$ cat src/rtl/lcd_ctrl_if.sv
// lcd_ctrl_if -- LSU-side store/status bundle for the HD44780 controller.
//   lcd_wr_i   : one-cycle store strobe for the LCD address (LSU -> controller)
//   lcd_data_i : store word, [31]=ON, [9]=RS, [7:0]=byte (LSU -> controller)
//   busy_o     : controller has queued or in-flight work (controller -> LSU)
//   full_o     : 4-entry command FIFO is full (controller -> LSU)
//   ovf_o      : sticky flag, a store was dropped while full (controller -> LSU)
interface lcd_ctrl_if #(
  parameter int unsigned n = 32
);
  logic         lcd_wr_i;
  logic [n-1:0] lcd_data_i;
  logic         busy_o;
  logic         full_o;
  logic         ovf_o;

  modport master (output lcd_wr_i, lcd_data_i, input busy_o, full_o, ovf_o);
  modport slave  (input lcd_wr_i, lcd_data_i, output busy_o, full_o, ovf_o);
endinterface

$ cat src/rtl/lcd_ctrl.sv
// lcd_ctrl -- HD44780 write-only controller fed by LSU stores.
// Buffers {ON, RS, byte} words in a 4-entry FIFO, waits for power-up, sends
// the fixed init sequence, then plays each word out as SETUP/PULSE/HOLD/EXEC.
//   clk_i, rst_ni          : clock, asynchronous active-low reset
//   lsu (slave)            : store strobe/word in, busy/full/ovf status out
//   lcd_on_o, lcd_rs_o     : backlight/power enable, register select
//   lcd_rw_o, lcd_en_o     : read/write (always write), enable strobe
//   lcd_data_o             : 8-bit data bus
module lcd_ctrl #(
  parameter int unsigned n       = 32,
  parameter int unsigned T_PWR   = 2_000_000,
  parameter int unsigned T_SETUP = 2,
  parameter int unsigned T_EN    = 12,
  parameter int unsigned T_HOLD  = 2,
  parameter int unsigned T_EXEC  = 2_500,
  parameter int unsigned T_LONG  = 82_000
) (
  input  logic       clk_i,
  input  logic       rst_ni,
  lcd_ctrl_if.slave  lsu,
  output logic       lcd_on_o,
  output logic       lcd_rs_o,
  output logic       lcd_rw_o,
  output logic       lcd_en_o,
  output logic [7:0] lcd_data_o
);

  localparam int unsigned ON_BIT = (n > 31) ? 31 : n - 1;

  typedef enum logic [2:0] {PWR_WAIT, INIT, IDLE, SETUP, PULSE, HOLD, EXEC} state_t;

  state_t      state, state_n;
  logic [31:0] cnt, cnt_n, limit;
  logic [1:0]  init_idx, init_idx_n;
  logic        init_done, init_done_n;
  logic        expired, load_init, long_exec;
  logic [7:0]  init_byte;

  // FIFO of {ON, RS, byte}
  logic [9:0]  mem [4];
  logic [1:0]  wr_ptr, rd_ptr;
  logic [2:0]  count, count_n;
  logic        full, empty, ovf;
  logic        push, pop;

  // Space is judged on the registered flag, so a same-cycle pop never admits a push.
  assign push    = lsu.lcd_wr_i & ~full;
  assign pop     = (state == IDLE) & ~empty;
  assign count_n = count + {2'b00, push} - {2'b00, pop};

  assign long_exec = ~lcd_rs_o && (lcd_data_o >= 8'h01) && (lcd_data_o <= 8'h03);

  always_comb begin
    init_byte = 8'h38;
    case (init_idx)
      2'd0: init_byte = 8'h38;
      2'd1: init_byte = 8'h0C;
      2'd2: init_byte = 8'h01;
      2'd3: init_byte = 8'h06;
      default: init_byte = 8'h38;
    endcase
  end

  always_comb begin
    limit = 32'd1;
    case (state)
      PWR_WAIT: limit = T_PWR;
      SETUP:    limit = T_SETUP;
      PULSE:    limit = T_EN;
      HOLD:     limit = T_HOLD;
      EXEC:     limit = long_exec ? T_LONG : T_EXEC;
      default:  limit = 32'd1;
    endcase
  end

  assign expired = (cnt == limit - 32'd1);

  always_comb begin
    state_n     = state;
    init_idx_n  = init_idx;
    init_done_n = init_done;
    load_init   = 1'b0;
    cnt_n       = expired ? '0 : cnt + 32'd1;
    case (state)
      PWR_WAIT: if (expired) state_n = INIT;
      INIT: begin
        load_init = 1'b1;
        cnt_n     = '0;
        state_n   = SETUP;
      end
      IDLE: begin
        cnt_n = '0;
        if (!empty) state_n = SETUP;
      end
      SETUP: if (expired) state_n = PULSE;
      PULSE: if (expired) state_n = HOLD;
      HOLD:  if (expired) state_n = EXEC;
      EXEC: begin
        if (expired) begin
          if (init_done) begin
            state_n = IDLE;
          end else if (init_idx == 2'd3) begin
            init_done_n = 1'b1;
            state_n     = IDLE;
          end else begin
            init_idx_n = init_idx + 2'd1;
            state_n    = INIT;
          end
        end
      end
      default: state_n = PWR_WAIT;
    endcase
  end

  always_ff @(posedge clk_i or negedge rst_ni) begin
    if (!rst_ni) begin
      state     <= PWR_WAIT;
      cnt       <= '0;
      init_idx  <= '0;
      init_done <= 1'b0;
    end else begin
      state     <= state_n;
      cnt       <= cnt_n;
      init_idx  <= init_idx_n;
      init_done <= init_done_n;
    end
  end

  // EN is registered from the next state so it is high exactly while in PULSE.
  always_ff @(posedge clk_i or negedge rst_ni) begin
    if (!rst_ni) begin
      lcd_en_o   <= 1'b0;
      lcd_rs_o   <= 1'b0;
      lcd_data_o <= '0;
      lcd_on_o   <= 1'b0;
    end else begin
      lcd_en_o <= (state_n == PULSE);
      if (state == PWR_WAIT) lcd_on_o <= 1'b1;
      if (load_init) begin
        lcd_on_o   <= 1'b1;
        lcd_rs_o   <= 1'b0;
        lcd_data_o <= init_byte;
      end else if (pop) begin
        {lcd_on_o, lcd_rs_o, lcd_data_o} <= mem[rd_ptr];
      end
    end
  end

  always_ff @(posedge clk_i or negedge rst_ni) begin
    if (!rst_ni) begin
      wr_ptr <= '0;
      rd_ptr <= '0;
      count  <= '0;
      full   <= 1'b0;
      empty  <= 1'b1;
      ovf    <= 1'b0;
    end else begin
      if (push) wr_ptr <= wr_ptr + 2'd1;
      if (pop)  rd_ptr <= rd_ptr + 2'd1;
      count <= count_n;
      full  <= (count_n == 3'd4);
      empty <= (count_n == 3'd0);
      if (lsu.lcd_wr_i && full) ovf <= 1'b1;
    end
  end

  always_ff @(posedge clk_i) begin
    if (push) mem[wr_ptr] <= {lsu.lcd_data_i[ON_BIT], lsu.lcd_data_i[9], lsu.lcd_data_i[7:0]};
  end

  assign lcd_rw_o   = 1'b0;
  assign lsu.busy_o = ~((state == IDLE) && empty);
  assign lsu.full_o = full;
  assign lsu.ovf_o  = ovf;

endmodule

$ cat src/flat_wrapper.sv
// flat-port wrapper written by rule: the top's interface ports become plain ports
module lcd_ctrl_flat 
#(
  parameter int unsigned n       = 32,
  parameter int unsigned T_PWR   = 2_000_000,
  parameter int unsigned T_SETUP = 2,
  parameter int unsigned T_EN    = 12,
  parameter int unsigned T_HOLD  = 2,
  parameter int unsigned T_EXEC  = 2_500,
  parameter int unsigned T_LONG  = 82_000
)
  (clk_i, rst_ni, lcd_on_o, lcd_rs_o, lcd_rw_o, lcd_en_o, lcd_data_o, lsu_lcd_wr_i, lsu_lcd_data_i, lsu_busy_o, lsu_full_o, lsu_ovf_o);
  lcd_ctrl_if #(.n(n)) lsu_i ();
  input  logic clk_i;
  input  logic rst_ni;
  output logic lcd_on_o;
  output logic lcd_rs_o;
  output logic lcd_rw_o;
  output logic lcd_en_o;
  output logic [7:0] lcd_data_o;
  input wire logic [$bits(lsu_i.lcd_wr_i)-1:0] lsu_lcd_wr_i;
  input wire logic [$bits(lsu_i.lcd_data_i)-1:0] lsu_lcd_data_i;
  output wire logic [$bits(lsu_i.busy_o)-1:0] lsu_busy_o;
  output wire logic [$bits(lsu_i.full_o)-1:0] lsu_full_o;
  output wire logic [$bits(lsu_i.ovf_o)-1:0] lsu_ovf_o;
  assign lsu_i.lcd_wr_i = lsu_lcd_wr_i;
  assign lsu_i.lcd_data_i = lsu_lcd_data_i;
  assign lsu_busy_o = lsu_i.busy_o;
  assign lsu_full_o = lsu_i.full_o;
  assign lsu_ovf_o = lsu_i.ovf_o;
  lcd_ctrl #(.n(n), .T_PWR(T_PWR), .T_SETUP(T_SETUP), .T_EN(T_EN), .T_HOLD(T_HOLD), .T_EXEC(T_EXEC), .T_LONG(T_LONG)) u_core (.clk_i(clk_i), .rst_ni(rst_ni), .lsu(lsu_i), .lcd_on_o(lcd_on_o), .lcd_rs_o(lcd_rs_o), .lcd_rw_o(lcd_rw_o), .lcd_en_o(lcd_en_o), .lcd_data_o(lcd_data_o));
endmodule
$ cat config.mk
export PLATFORM = sky130hd
export DESIGN_NAME = lcd_ctrl_flat
export DESIGN_NICKNAME = d
export VERILOG_FILES = /design/src/rtl/lcd_ctrl_if.sv /design/src/rtl/lcd_ctrl.sv /design/src/flat_wrapper.sv
export SDC_FILE = /design/constraint.sdc
export NUM_CORES = 1
export LEC_CHECK = 0
export ABC_AREA = 1
export CORE_MARGIN = 3
export CORE_UTILIZATION = 56
export CTS_BUF_LIST = sky130_fd_sc_hd__clkbuf_8 sky130_fd_sc_hd__clkbuf_16
export DETAILED_ROUTE_END_ITERATION = 10
export GPL_ROUTABILITY_DRIVEN = 0
export PLACE_DENSITY_LB_ADDON = 0.12
export RECOVER_POWER = 25
export SETUP_SLACK_MARGIN = 0.3
export SLEW_MARGIN = 20
export SYNTH_ARGS = -nofsm -noshare
export SYNTH_HDL_FRONTEND = slang
export SYNTH_SLANG_ARGS = --single-unit
$ cat constraint.sdc
create_clock -name clk_i -period 3.4 [get_ports clk_i]
set_input_delay 0.34 -clock clk_i [delete_from_list [all_inputs] [get_ports clk_i]]
set_output_delay 0.34 -clock clk_i [all_outputs]
set_load 0.01 [all_outputs]
# Word-level counts from Yosys, hierarchy flattened
# Memories as Yosys holds them, arrays and structs flattened.
# Cells that the tools add are included.
# totals
register_bits	59
ram_bits	40
inputBits	35
out_inout_bits	15
elab_cells	83
mem_count	1
# memory_table
name	words	word_bits	read_ports	rd_ports_with_merged_regs	wr	line	text
u_core.mem	4	10	1	0	1	lcd_ctrl.sv:40	logic [9:0] mem [4];
# classes
add_sub_neg	7
n_lt_le_gt_ge	2
eq_ne	12
muxes	26
bitwise_logic	8
reduce_logical	13
# ops
op	count
$pmux 32 s4	1
$mux 32	2
$add 32x1->32 const B	1
$eq 32x32->1	1
$pmux 8 s4	1
$sub 32x1->32 const B	1
$mux 3	7
$pmux 3 s7	1
$mux 17	1
$mux 8	2
$eq 3x3->1 const B	5
$mux 1	10
$ge 8x1->1 const B	1
$le 8x2->1 const B	1
$add 2x1->2 const B	3
$eq 3x2->1 const B	2
$logic_not 3->1	2
$not 1->1	6
$eq 2x2->1 const B	2
$logic_and 1x1->1	4
$reduce_and 4->1	1
$reduce_or 2->1	2
$add 3x1->3	1
$eq 3x1->1 const B	1
8 further kinds	9

# Longest topological paths before layout
# Gate-level depths: netlist (run 1).
# logic_depth
ltp_word	10
mapped_depth	16
depth_no_buf	16

# Worst setup path before layout (run 1)
# OpenSTA, ideal clock, no wires.
# synth_timing
kind	register to register
from	register u_core.state[1]
to	register u_core.full, in the netlist u_core.lsu.full_o
setup_time_ns	0.088
t_arrival_ns	2.412
required_time_ns	3.312
setup_slack_ns	0.900
path_stages_with_launch	13
n_path_buf	1
synth_period_minus_slack_ns	2.500
path_cell_list	dfrtp_1 > inv_2 > nor3_1 > inv_1 > nor2_1 > buf_2 > ha_1 > inv_1 > ha_1 > inv_1 > fa_1 > xnor2_1 > nor3b_1
# synth_between
elab_chain_len	4
# synth_rtl
element	line	text
start: declaration	lcd_ctrl.sv:32	state_t state, state_n;
start signal: assignment	lcd_ctrl.sv:122	state <= state_n;
$eq 3x2->1	lcd_ctrl.sv:48	assign pop = (state == IDLE) & ~empty;
$and 1x1->1	lcd_ctrl.sv:48	
via u_core.pop	lcd_ctrl.sv:44	logic push, pop;
$sub 3x1->3	lcd_ctrl.sv:49	assign count_n = count + {2'b00, push} - {2'b00, pop};
via u_core.count_n[2]	lcd_ctrl.sv:42	logic [2:0] count, count_n;
$eq 3x3->1	lcd_ctrl.sv:161	full <= (count_n == 3'd4);
end signal: assignment	lcd_ctrl.sv:161	
end: declaration	lcd_ctrl.sv:43	logic full, empty, ovf;
# The timed path passes the listed nets, and every way through them passes these cells.
# A chain may end at the register's enable or synchronous reset.

# Worst setup path after layout (run 1)
# layout_timing
from	register u_core.state[1]
to	register u_core.full, in the netlist u_core.lsu.full_o
# layout_between
elab_chain_len	4
# layout_rtl
element	line
$eq 3x2->1	lcd_ctrl.sv:48
$and 1x1->1	lcd_ctrl.sv:48
$sub 3x1->3	lcd_ctrl.sv:49
via u_core.count_n[2]	lcd_ctrl.sv:42
$eq 3x3->1	lcd_ctrl.sv:161
# The timed path passes the listed nets, and every way through them passes these cells.

==> impl_metrics.env, run 1 <==
export IMPL_avgSynthCellArea_um2=9.45
export IMPL_post_place_ws_ns=0.827
export IMPL_cts_setup_buffers=0
export IMPL_synth_async_reset_ratio_pct=59.6
export IMPL_grt_antenna_before_repair=0
export IMPL_wl_um=9340
export IMPL_viasPerCell=5.31
export IMPL_ios=50
export IMPL_crit_fanout=7
export IMPL_dp_hpwl_um=6780
export IMPL_layout_common_cells="nand2_1, nor2_1, dfrtp_1, inv_1, edfxtp_1"
export IMPL_overflow=0
export IMPL_worst_pin_slew_ns=1.85
export IMPL_die_area_mm2=0.00983
export IMPL_slew_headroom_pct=-23.2
export IMPL_syn_area_mm2=0.00486
export IMPL_clock_sinks=99
export IMPL_status="finished with violations"
export IMPL_finalCritPeriodShare_pct=76.7
export IMPL_period_needed_ns=2.61
export IMPL_die_w_um=99.1
export IMPL_syn_to_final_growth_pct=12.2
export IMPL_post_cts_resized=0
export IMPL_fin_ws_ns=0.793
export IMPL_maxCapViolCount=1
export IMPL_cts_hold_buffers_added=0
export IMPL_coreArea_mm2=0.00834
export IMPL_clock_path_buffers=2
export IMPL_drc=0
export IMPL_cp_start_kind="register"
export IMPL_route_antenna_remaining_nets=0
export IMPL_vias=3496
export IMPL_crit_arrival_ns=2.88
export IMPL_syn_inst=514
export IMPL_met3_length_um=429
export IMPL_cp_end_kind="register"
export IMPL_first_pass_iters=5
export IMPL_start_util_pct=58.3
export IMPL_syn_nets=561
export IMPL_max_freq_mhz=384
export IMPL_top_layer="met4"
export IMPL_slew_viol_final=36
export IMPL_first_global_vias=3346
export IMPL_synth_warnings=0
export IMPL_layout_commonest_cell="nand2_1"
export IMPL_synth_seq_cells=99
export IMPL_grt_max_degree=36
export IMPL_critPathKind="reg -> reg"
export IMPL_clock_latency_ns=0.36
export IMPL_peakVddDrop_mv=0.378
export IMPL_die_y_um=99.1
export IMPL_violations="max-capacitance violations, max-slew violations"
export IMPL_tns_ns=0
export IMPL_fin_skew_ns=0.00608
export IMPL_grt_first_pass_wirelength_um=16000
export IMPL_antenna_cells=0
export IMPL_wl_met1_um=4590
export IMPL_drive_gt1_share_pct=10.5
export IMPL_p_leak_nw=2.32
export IMPL_seq_area_frac_synth_pct=55.1
export IMPL_r2r_cells=11
export IMPL_drt_iter0_drc=226
export IMPL_fin_nets=596
export IMPL_powerDensity_mw_per_mm2=452
export IMPL_rsz0062_at_grt="no"
export IMPL_cts_tree="yes"
export IMPL_synth_cell_types=44
export IMPL_required_ns=3.67
export IMPL_cts_root_buf="clkbuf_8"
export IMPL_ys_flop_type="dfrtp_1"
export IMPL_wl_per_cell_um=14.2
export IMPL_synth_edff_count=40
export IMPL_numCtsBuffers=9
export IMPL_routed_wl_met2_um=4230
export IMPL_num_rows=33
export IMPL_reg2reg_slack_ns=0.79
export IMPL_fill_cells=684
export IMPL_hold_viol=0
export IMPL_htree_levels=3
export IMPL_setup_viol=0
export IMPL_hp_class="in -> async"
export IMPL_grtUsageTotal_pct=20.5
export IMPL_cts_clk_slew_worst_paths_ns=0.09
export IMPL_io_buffers=26
path summary, 6_finish.rpt:
check | from | endpoint
min in group clk_i | u_core.lsu.ovf_o$_DFFE_PN0P_ | u_core.lsu.ovf_o$_DFFE_PN0P_
setup / recovery | u_core.state[1]$_DFF_PN0_ | u_core.lsu.full_o$_DFF_PN0_
max in group asynchronous | rst_ni | u_core.empty$_DFF_PN1_
hold reg to reg | u_core.lsu.ovf_o$_DFFE_PN0P_ | u_core.lsu.ovf_o$_DFFE_PN0P_
hold / removal | rst_ni | u_core.lcd_rs_o$_DFFE_PN0P_
setup reg to reg | u_core.state[1]$_DFF_PN0_ | u_core.lsu.full_o$_DFF_PN0_
synthesized netlist by cell type (5+ instances only):
master | instances | area share, %
nand2_1 | 92 | 7.1
nor2_1 | 88 | 6.8
dfrtp_1 | 58 | 30
inv_1 | 47 | 3.6
edfxtp_1 | 40 | 25
nand3_1 | 28 | 2.9
o21ai_0 | 24 | 2.5
xor2_1 | 19 | 3.4
ha_1 | 11 | 2.8
nor3_1 | 11 | 1.1
nand4_1 | 9 | 1.2
inv_2 | 7 | 0.54
nor2_2 | 7 | 0.90
o22ai_1 | 7 | 0.90
xnor2_1 | 7 | 1.3
a21oi_1 | 6 | 0.62
clkbuf_1 | 5 | 0.39
nor2_4 | 5 | 1.2
flip-flops by register name (all words and copies together) (netlist names), 2 cells and up:
| signal | cells |
|---|---|
| u_core.init_idx | 2 |
| u_core.lcd_data_o | 8 |
| u_core.cnt | 32 |
| u_core.count | 3 |
| u_core.rd_ptr | 2 |
| u_core.state | 3 |
| u_core.wr_ptr | 2 |
| u_core.mem | 40 |
layer usage:
metal / vias up / global-route usage, %
li1: 1758 / -
met1: 1666 / 29.6
met2: 64 / 31.8
met3: 8 / 4.14
met4: 0 / 5.78
met5: - / 0
kinds of logic (layout without fill, tap and decap cells):
| family | after synthesis | count (layout) | share of synthesized area, % |
|---|---|---|---|
| AND/OR/NAND/NOR | 257 | 257 | 24.5 |
| buffers and inverters | 67 | 107 | 5.46 |
| adder cells (fa/ha/maj) | 12 | 12 | 3.24 |
| AO/OA/AOI/OAI | 51 | 51 | 6.28 |
| flip-flops | 99 | 99 | 55.1 |
| other | 1 | 1 | 0.0772 |
| XOR/XNOR | 27 | 27 | 5.25 |
through the flow:
| step | utilization (%) | std cells | total power [W] | hold WS (ns) | cell area (um2) |
|---|---|---|---|---|---|
| final | 65.4 | 659 | 0.00246 | 0.473 | 5450 |
| after global routing | 65.4 | 659 | 0.00259 | 0.502 | 5450 |
| after CTS | 65.4 | 659 | 0.00250 | 0.0654 | 5450 |
| after detailed placement | 63.0 | 643 | 0.00174 | 0.449 | 5260 |
| after global placement | 63.0 | 643 | 0.00173 | 0.443 | 5260 |
| after floorplan | - | 514 | 0.00162 | 0.0444 | 4860 |
where the power goes:
| part | internal [W] | switching [W] | leakage [nW] |
|---|---|---|---|
| clock | 0.000344 | 0.000407 | 0.0939 |
| sequential | 0.00138 | 0.0000468 | 1.15 |
| combinational | 0.000114 | 0.000170 | 1.07 |
| total | 0.00184 | 0.000624 | 2.32 |
area by class of cell:
cell class / count / area [um2] / share of cell area (%)
Timing Repair Buffer: 34 / 314 / 5.76
Sequential cell: 99 / 2680 / 49.1
Clock buffer: 9 / 124 / 2.27
Clock inverter: 7 / 75.1 / 1.38
Tap cell: 105 / 131 / 2.41
Inverter: 57 / 215 / 3.95
Multi-Input combinational cell: 348 / 1910 / 35.1
critical path, cell delays in order, from the launching register on:
cell and delay [ns]:
dfrtp_1 0.53, inv_2 0.10, nor3_1 0.24, inv_1 0.10, nor2_1 0.24, ha_1 0.28
inv_1 0.05, ha_1 0.13, inv_1 0.05, fa_1 0.37, xnor2_1 0.24, nor3b_1 0.21
Note: power is estimated with default switching activity, not from simulation.
==> run 2: changes to the inputs <==
Clock period 3.4 ns to 2.4 ns, I/O delays scaled along.
==> impl_metrics.env, run 2 (synthesized netlist as in run 1, its figures left out) <==
export IMPL_num_rows=33
export IMPL_tns_ns=0
export IMPL_grtUsageMet3_pct=4.49
export IMPL_design_area_mm2=0.00585
export IMPL_grt_max_degree=36
export IMPL_total_power_w=0.00368
export IMPL_slew_viol_final=0
export IMPL_cts_clk_slew_worst_paths_ns=0.10
export IMPL_die_w_um=99.1
export IMPL_setup_viol=0
export IMPL_utilization_pct=70.2
export IMPL_syn_to_final_growth_pct=20.5
export IMPL_critPathKind="reg -> reg"
export IMPL_vias=3689
export IMPL_die_y_um=99.1
export IMPL_fill_cells=624
export IMPL_grt_antenna_before_repair=0
export IMPL_cp_end_kind="register"
export IMPL_cts_root_buf="clkbuf_8"
export IMPL_crit_fanout=3
export IMPL_grt_first_pass_wirelength_um=16400
export IMPL_wl_um=10000
export IMPL_powerDensity_mw_per_mm2=629
export IMPL_seq_area_mm2=0.00268
export IMPL_dpl_cell_area_mm2=0.00536
export IMPL_clock_latency_ns=0.37
export IMPL_grt_util_met1_pct=29.2
export IMPL_drive_gt1_share_pct=19.4
export IMPL_rsz0062_at_grt="yes"
export IMPL_period_needed_ns=2.11
export IMPL_required_ns=2.70
export IMPL_route_antenna_remaining_nets=0
export IMPL_clock_path_buffers=2
export IMPL_status="completed"
export IMPL_regMostFlops="u_core.mem"
export IMPL_cp_start_kind="register"
export IMPL_drc=0
export IMPL_hp_class="reg -> reg"
export IMPL_fin_cells=688
export IMPL_finalCritPeriodShare_pct=87.9
export IMPL_slew_headroom_pct=5.91
export IMPL_overflow=0
export IMPL_crit_arrival_ns=2.41
export IMPL_antenna_cells=0
export IMPL_grtUsageTotal_pct=21.2
export IMPL_largest_reg_flops=40
export IMPL_p_leak_nw=2.52
export IMPL_multi_input_area_mm2=0.00207
export IMPL_numCtsBuffers=9
export IMPL_hold_viol=0
export IMPL_first_global_vias=3451
export IMPL_max_freq_mhz=474
export IMPL_layout_common_cells="nand2_1, nor2_1, dfrtp_1, inv_1, edfxtp_1"
export IMPL_fin_skew_ns=0.0151
export IMPL_die_area_mm2=0.00983
export IMPL_fin_nets=625
export IMPL_top_regs="u_core.mem (40), u_core.cnt (32), u_core.lcd_data_o (8)"
export IMPL_ios=50
export IMPL_coreArea_mm2=0.00834
export IMPL_first_pass_iters=4
export IMPL_worst_pin_slew_ns=1.41
export IMPL_start_util_pct=58.3
export IMPL_peakVddDrop_mv=0.477
export IMPL_layout_commonest_cell="nand2_1"
export IMPL_maxCapViolCount=0
export IMPL_dp_hpwl_um=6820
export IMPL_wl_per_cell_um=14.6
export IMPL_clock_sinks=99
export IMPL_htree_levels=3
export IMPL_cts_tree="yes"
export IMPL_viasPerCell=5.36
export IMPL_drt_iter0_drc=173
export IMPL_grt_busiest_layer="met2"
export IMPL_placed_cells=647
export IMPL_io_buffers=26
export IMPL_use_met2_pct=33.4
## run 2: cell types whose count changed in the layout (fill, tap and decap cells not counted), sizes merged
cell,before,now
inv,56,57
clkbuf,10,11
bufinv,1,0
clkdlybuf4s50,20,15
buf,8,36
dlygate4sd3,5,11
clkinvlp,2,0
clkinv,5,6
## run 2: final cells by class
class | count | share of cell area [%]
inverters | 57 | 3.81
well taps | 105 | 2.24
clock buffers | 10 | 2.35
repair buffers | 63 | 9.47
flip-flops and latches | 99 | 45.8
multi-input cells | 348 | 35.3
clock inverters | 6 | 0.962
## run 2: power by group
group	switching, W	internal, W
combinational	0.000321	0.000296
sequential	0.0000665	0.00196
clock	0.000612	0.000425
## run 2: worst paths after layout
check	slack, ns	cells past startpoint	startpoint	end
worst max-delay path	0.29	11	u_core.state[0]$_DFF_PN0_	u_core.lsu.full_o$_DFF_PN0_
worst min-delay path	0.48	1	u_core.lsu.ovf_o$_DFFE_PN0P_	u_core.lsu.ovf_o$_DFFE_PN0P_
worst max register to register	0.29	11	u_core.state[0]$_DFF_PN0_	u_core.lsu.full_o$_DFF_PN0_
worst min register to register	0.48	1	u_core.lsu.ovf_o$_DFFE_PN0P_	u_core.lsu.ovf_o$_DFFE_PN0P_
max in group asynchronous	0.76	2	rst_ni	u_core.state[2]$_DFF_PN0_
min in group asynchronous	0.71	2	rst_ni	u_core.lcd_rs_o$_DFFE_PN0P_
## run 2: metal layers
metal,part of all wire (%),wire length [um]
met5,0,0
met4,2.1,210
met3,3.7,369
met2,48,4840
met1,46,4610
## run 2: per-stage QoR
stage / worst slack, ns / hold slack, ns
after floorplan: 0.171 / -0.0556
after global placement: 0.240 / 0.273
after detailed placement: 0.197 / 0.282
after CTS: 0.304 / 0.402
after global routing: 0.158 / 0.476
final: 0.291 / 0.476
## run 2: critical path, stage by stage, from the launching register on
cell,delay [ns]
dfrtp_2,0.44
buf_6,0.12
nor3_4,0.13
inv_2,0.08
nor2_4,0.11
ha_4,0.20
inv_2,0.06
ha_4,0.11
inv_2,0.03
fa_2,0.37
xnor2_4,0.20
nor3b_2,0.18
## run 2: what timing repair did
action                                  in CTS  in global routing
resized for setup                            7                 20
endpoints found under the setup margin      23                 31
endpoints found under the hold margin       24                  0
pin swaps                                    2                 10
buffers inserted                             4                 20
hold buffers                                 1                  0
==> run 3: changes to the inputs <==
Settings changed: PLACE_DENSITY set to 0.87, PLACE_DENSITY_LB_ADDON 0.12 to not set.
==> impl_metrics.env, run 3 (synthesized netlist as in run 1, its figures left out) <==
export IMPL_r2r_cells=14
export IMPL_worst_pin_slew_ns=1.23
export IMPL_cp_start_kind="register"
export IMPL_cts_root_buf="clkbuf_8"
export IMPL_top_regs="u_core.mem (40), u_core.cnt (32), u_core.lcd_data_o (8)"
export IMPL_htree_levels=3
export IMPL_drive_gt1_share_pct=19.3
export IMPL_hold_start="u_core.lsu.ovf_o$_DFFE_PN0P_"
export IMPL_regMostFlops="u_core.mem"
export IMPL_hp_class="reg -> reg"
export IMPL_setup_viol=0
export IMPL_maxCapViolCount=0
export IMPL_coreArea_mm2=0.00834
export IMPL_slew_viol_final=0
export IMPL_finalCritPeriodShare_pct=91.2
export IMPL_start_util_pct=58.3
export IMPL_grtUsageTotal_pct=21.8
export IMPL_peakVddDrop_mv=0.362
export IMPL_cp_end_kind="register"
export IMPL_rsz0062_at_grt="yes"
export IMPL_grt_max_degree=24
export IMPL_num_rows=33
export IMPL_first_pass_iters=5
export IMPL_clock_latency_ns=0.37
export IMPL_die_w_um=99.1
export IMPL_reg2reg_from="u_core.state[1]$_DFF_PN0_"
export IMPL_hold_viol=0
export IMPL_antenna_cells=0
export IMPL_drt_iter0_drc=317
export IMPL_cts_clk_slew_worst_paths_ns=0.09
export IMPL_p_leak_nw=2.56
export IMPL_crit_arrival_ns=2.44
export IMPL_fin_nets=626
export IMPL_wl_per_cell_um=15.9
export IMPL_whs_endpoint="u_core.lsu.ovf_o$_DFFE_PN0P_"
export IMPL_drc=0
export IMPL_powerDensity_mw_per_mm2=642
export IMPL_slew_headroom_pct=18.0
export IMPL_overflow=0
export IMPL_numCtsBuffers=9
export IMPL_design_area_mm2=0.00588
export IMPL_dp_hpwl_um=6860
export IMPL_grt_antenna_before_repair=0
export IMPL_reg2reg_slack_ns=0.21
export IMPL_largest_reg_flops=40
export IMPL_grt_first_pass_wirelength_um=17300
export IMPL_die_y_um=99.1
export IMPL_critPathKind="reg -> reg"
export IMPL_tns_ns=0
export IMPL_fin_skew_ns=0.0119
export IMPL_clock_sinks=99
export IMPL_io_buffers=26
export IMPL_syn_to_final_growth_pct=21.1
export IMPL_required_ns=2.65
export IMPL_timing_rr_end="u_core.cnt[22]$_DFF_PN0_"
export IMPL_vias=3931
export IMPL_first_global_vias=3766
export IMPL_route_antenna_remaining_nets=0
export IMPL_status="completed"
export IMPL_layout_commonest_cell="nand2_1"
export IMPL_fin_cells=689
export IMPL_max_freq_mhz=457
export IMPL_die_area_mm2=0.00983
export IMPL_wl_um=10900
export IMPL_viasPerCell=5.71
export IMPL_cts_tree="yes"
export IMPL_ios=50
export IMPL_period_needed_ns=2.19
export IMPL_placed_cells=646
export IMPL_clock_path_buffers=2
export IMPL_dpl_cell_area_mm2=0.00534
export IMPL_hold_depth=1
export IMPL_layout_common_cells="nand2_1, nor2_1, dfrtp_1, inv_1, edfxtp_1"
export IMPL_crit_fanout=18
## run 3: metal layers
metal	up-vias	wire length, um	track usage (%)
met5	-	0	0
met2	189	5520	36.0
met3	22	755	3.30
met4	0	210	7.88
met1	1898	4440	29.5
li1	1822	-	-
## run 3: final cells by class
cell class	instances	area [um2]
flip-flops and latches	99	2680
fillers	561	2460
multi-input cells	348	2060
repair buffers	64	562
inverters	57	220
clock buffers	10	138
well taps	105	131
clock inverters	6	87.6
## run 3: stage by stage
step | setup slack [ns] | util [%] | hold slack (ns) | total power (W)
2_1_floorplan | 0.171 | - | -0.0556 | 0.00239
3_3_place_gp | 0.202 | 64.0 | 0.245 | 0.00254
3_5_place_dp | 0.127 | 64.0 | 0.243 | 0.00257
4_1_cts | 0.224 | 67.7 | 0.397 | 0.00381
5_1_grt | 0.0851 | 70.5 | 0.491 | 0.00395
6_report | 0.212 | 70.5 | 0.474 | 0.00378
## run 3: critical path, stage by stage, from the launching register on
cell     delay [ns]
dfrtp_2        0.44
buf_6          0.14
nor2_4         0.16
nand2_4        0.10
inv_4          0.08
nand2_2        0.05
nand2_1        0.06
nand2_1        0.05
nor2_1         0.10
nand2_1        0.11
nor2_4         0.21
nand3_4        0.13
buf_4          0.17
nand2_4        0.18
nor3b_1        0.08
## run 3: power breakdown
part	total [W]	switching (W)	leakage (nW)	internal, W
Sequential	0.00203	0.0000691	1.15	0.00196
Combinational	0.000571	0.000295	1.29	0.000276
Clock	0.00118	0.000563	0.119	0.000618
## run 3: worst max-delay path by stage
stage	startpoint	to	slack, ns	cells past startpoint
after global placement	u_core.state[1]$_DFF_PN0_	u_core.lsu.full_o$_DFF_PN0_	0.20	11
after detailed placement	u_core.cnt[0]$_DFF_PN0_	u_core.cnt[30]$_DFF_PN0_	0.13	14
after CTS	u_core.state[1]$_DFF_PN0_	u_core.cnt[16]$_DFF_PN0_	0.22	13
after floorplan	u_core.state[1]$_DFF_PN0_	u_core.lsu.full_o$_DFF_PN0_	0.17	12
final	u_core.state[1]$_DFF_PN0_	u_core.cnt[22]$_DFF_PN0_	0.21	14
after global routing	u_core.state[1]$_DFF_PN0_	u_core.cnt[2]$_DFF_PN0_	0.09	13
## run 3: what timing repair did
item | in CTS | in global routing
hold endpoints to repair | 21 | 0
pin swaps | 3 | 16
buffers inserted | 7 | 19
hold buffers | 1 | 0
setup endpoints to repair | 26 | 33
gates resized for setup | 7 | 20
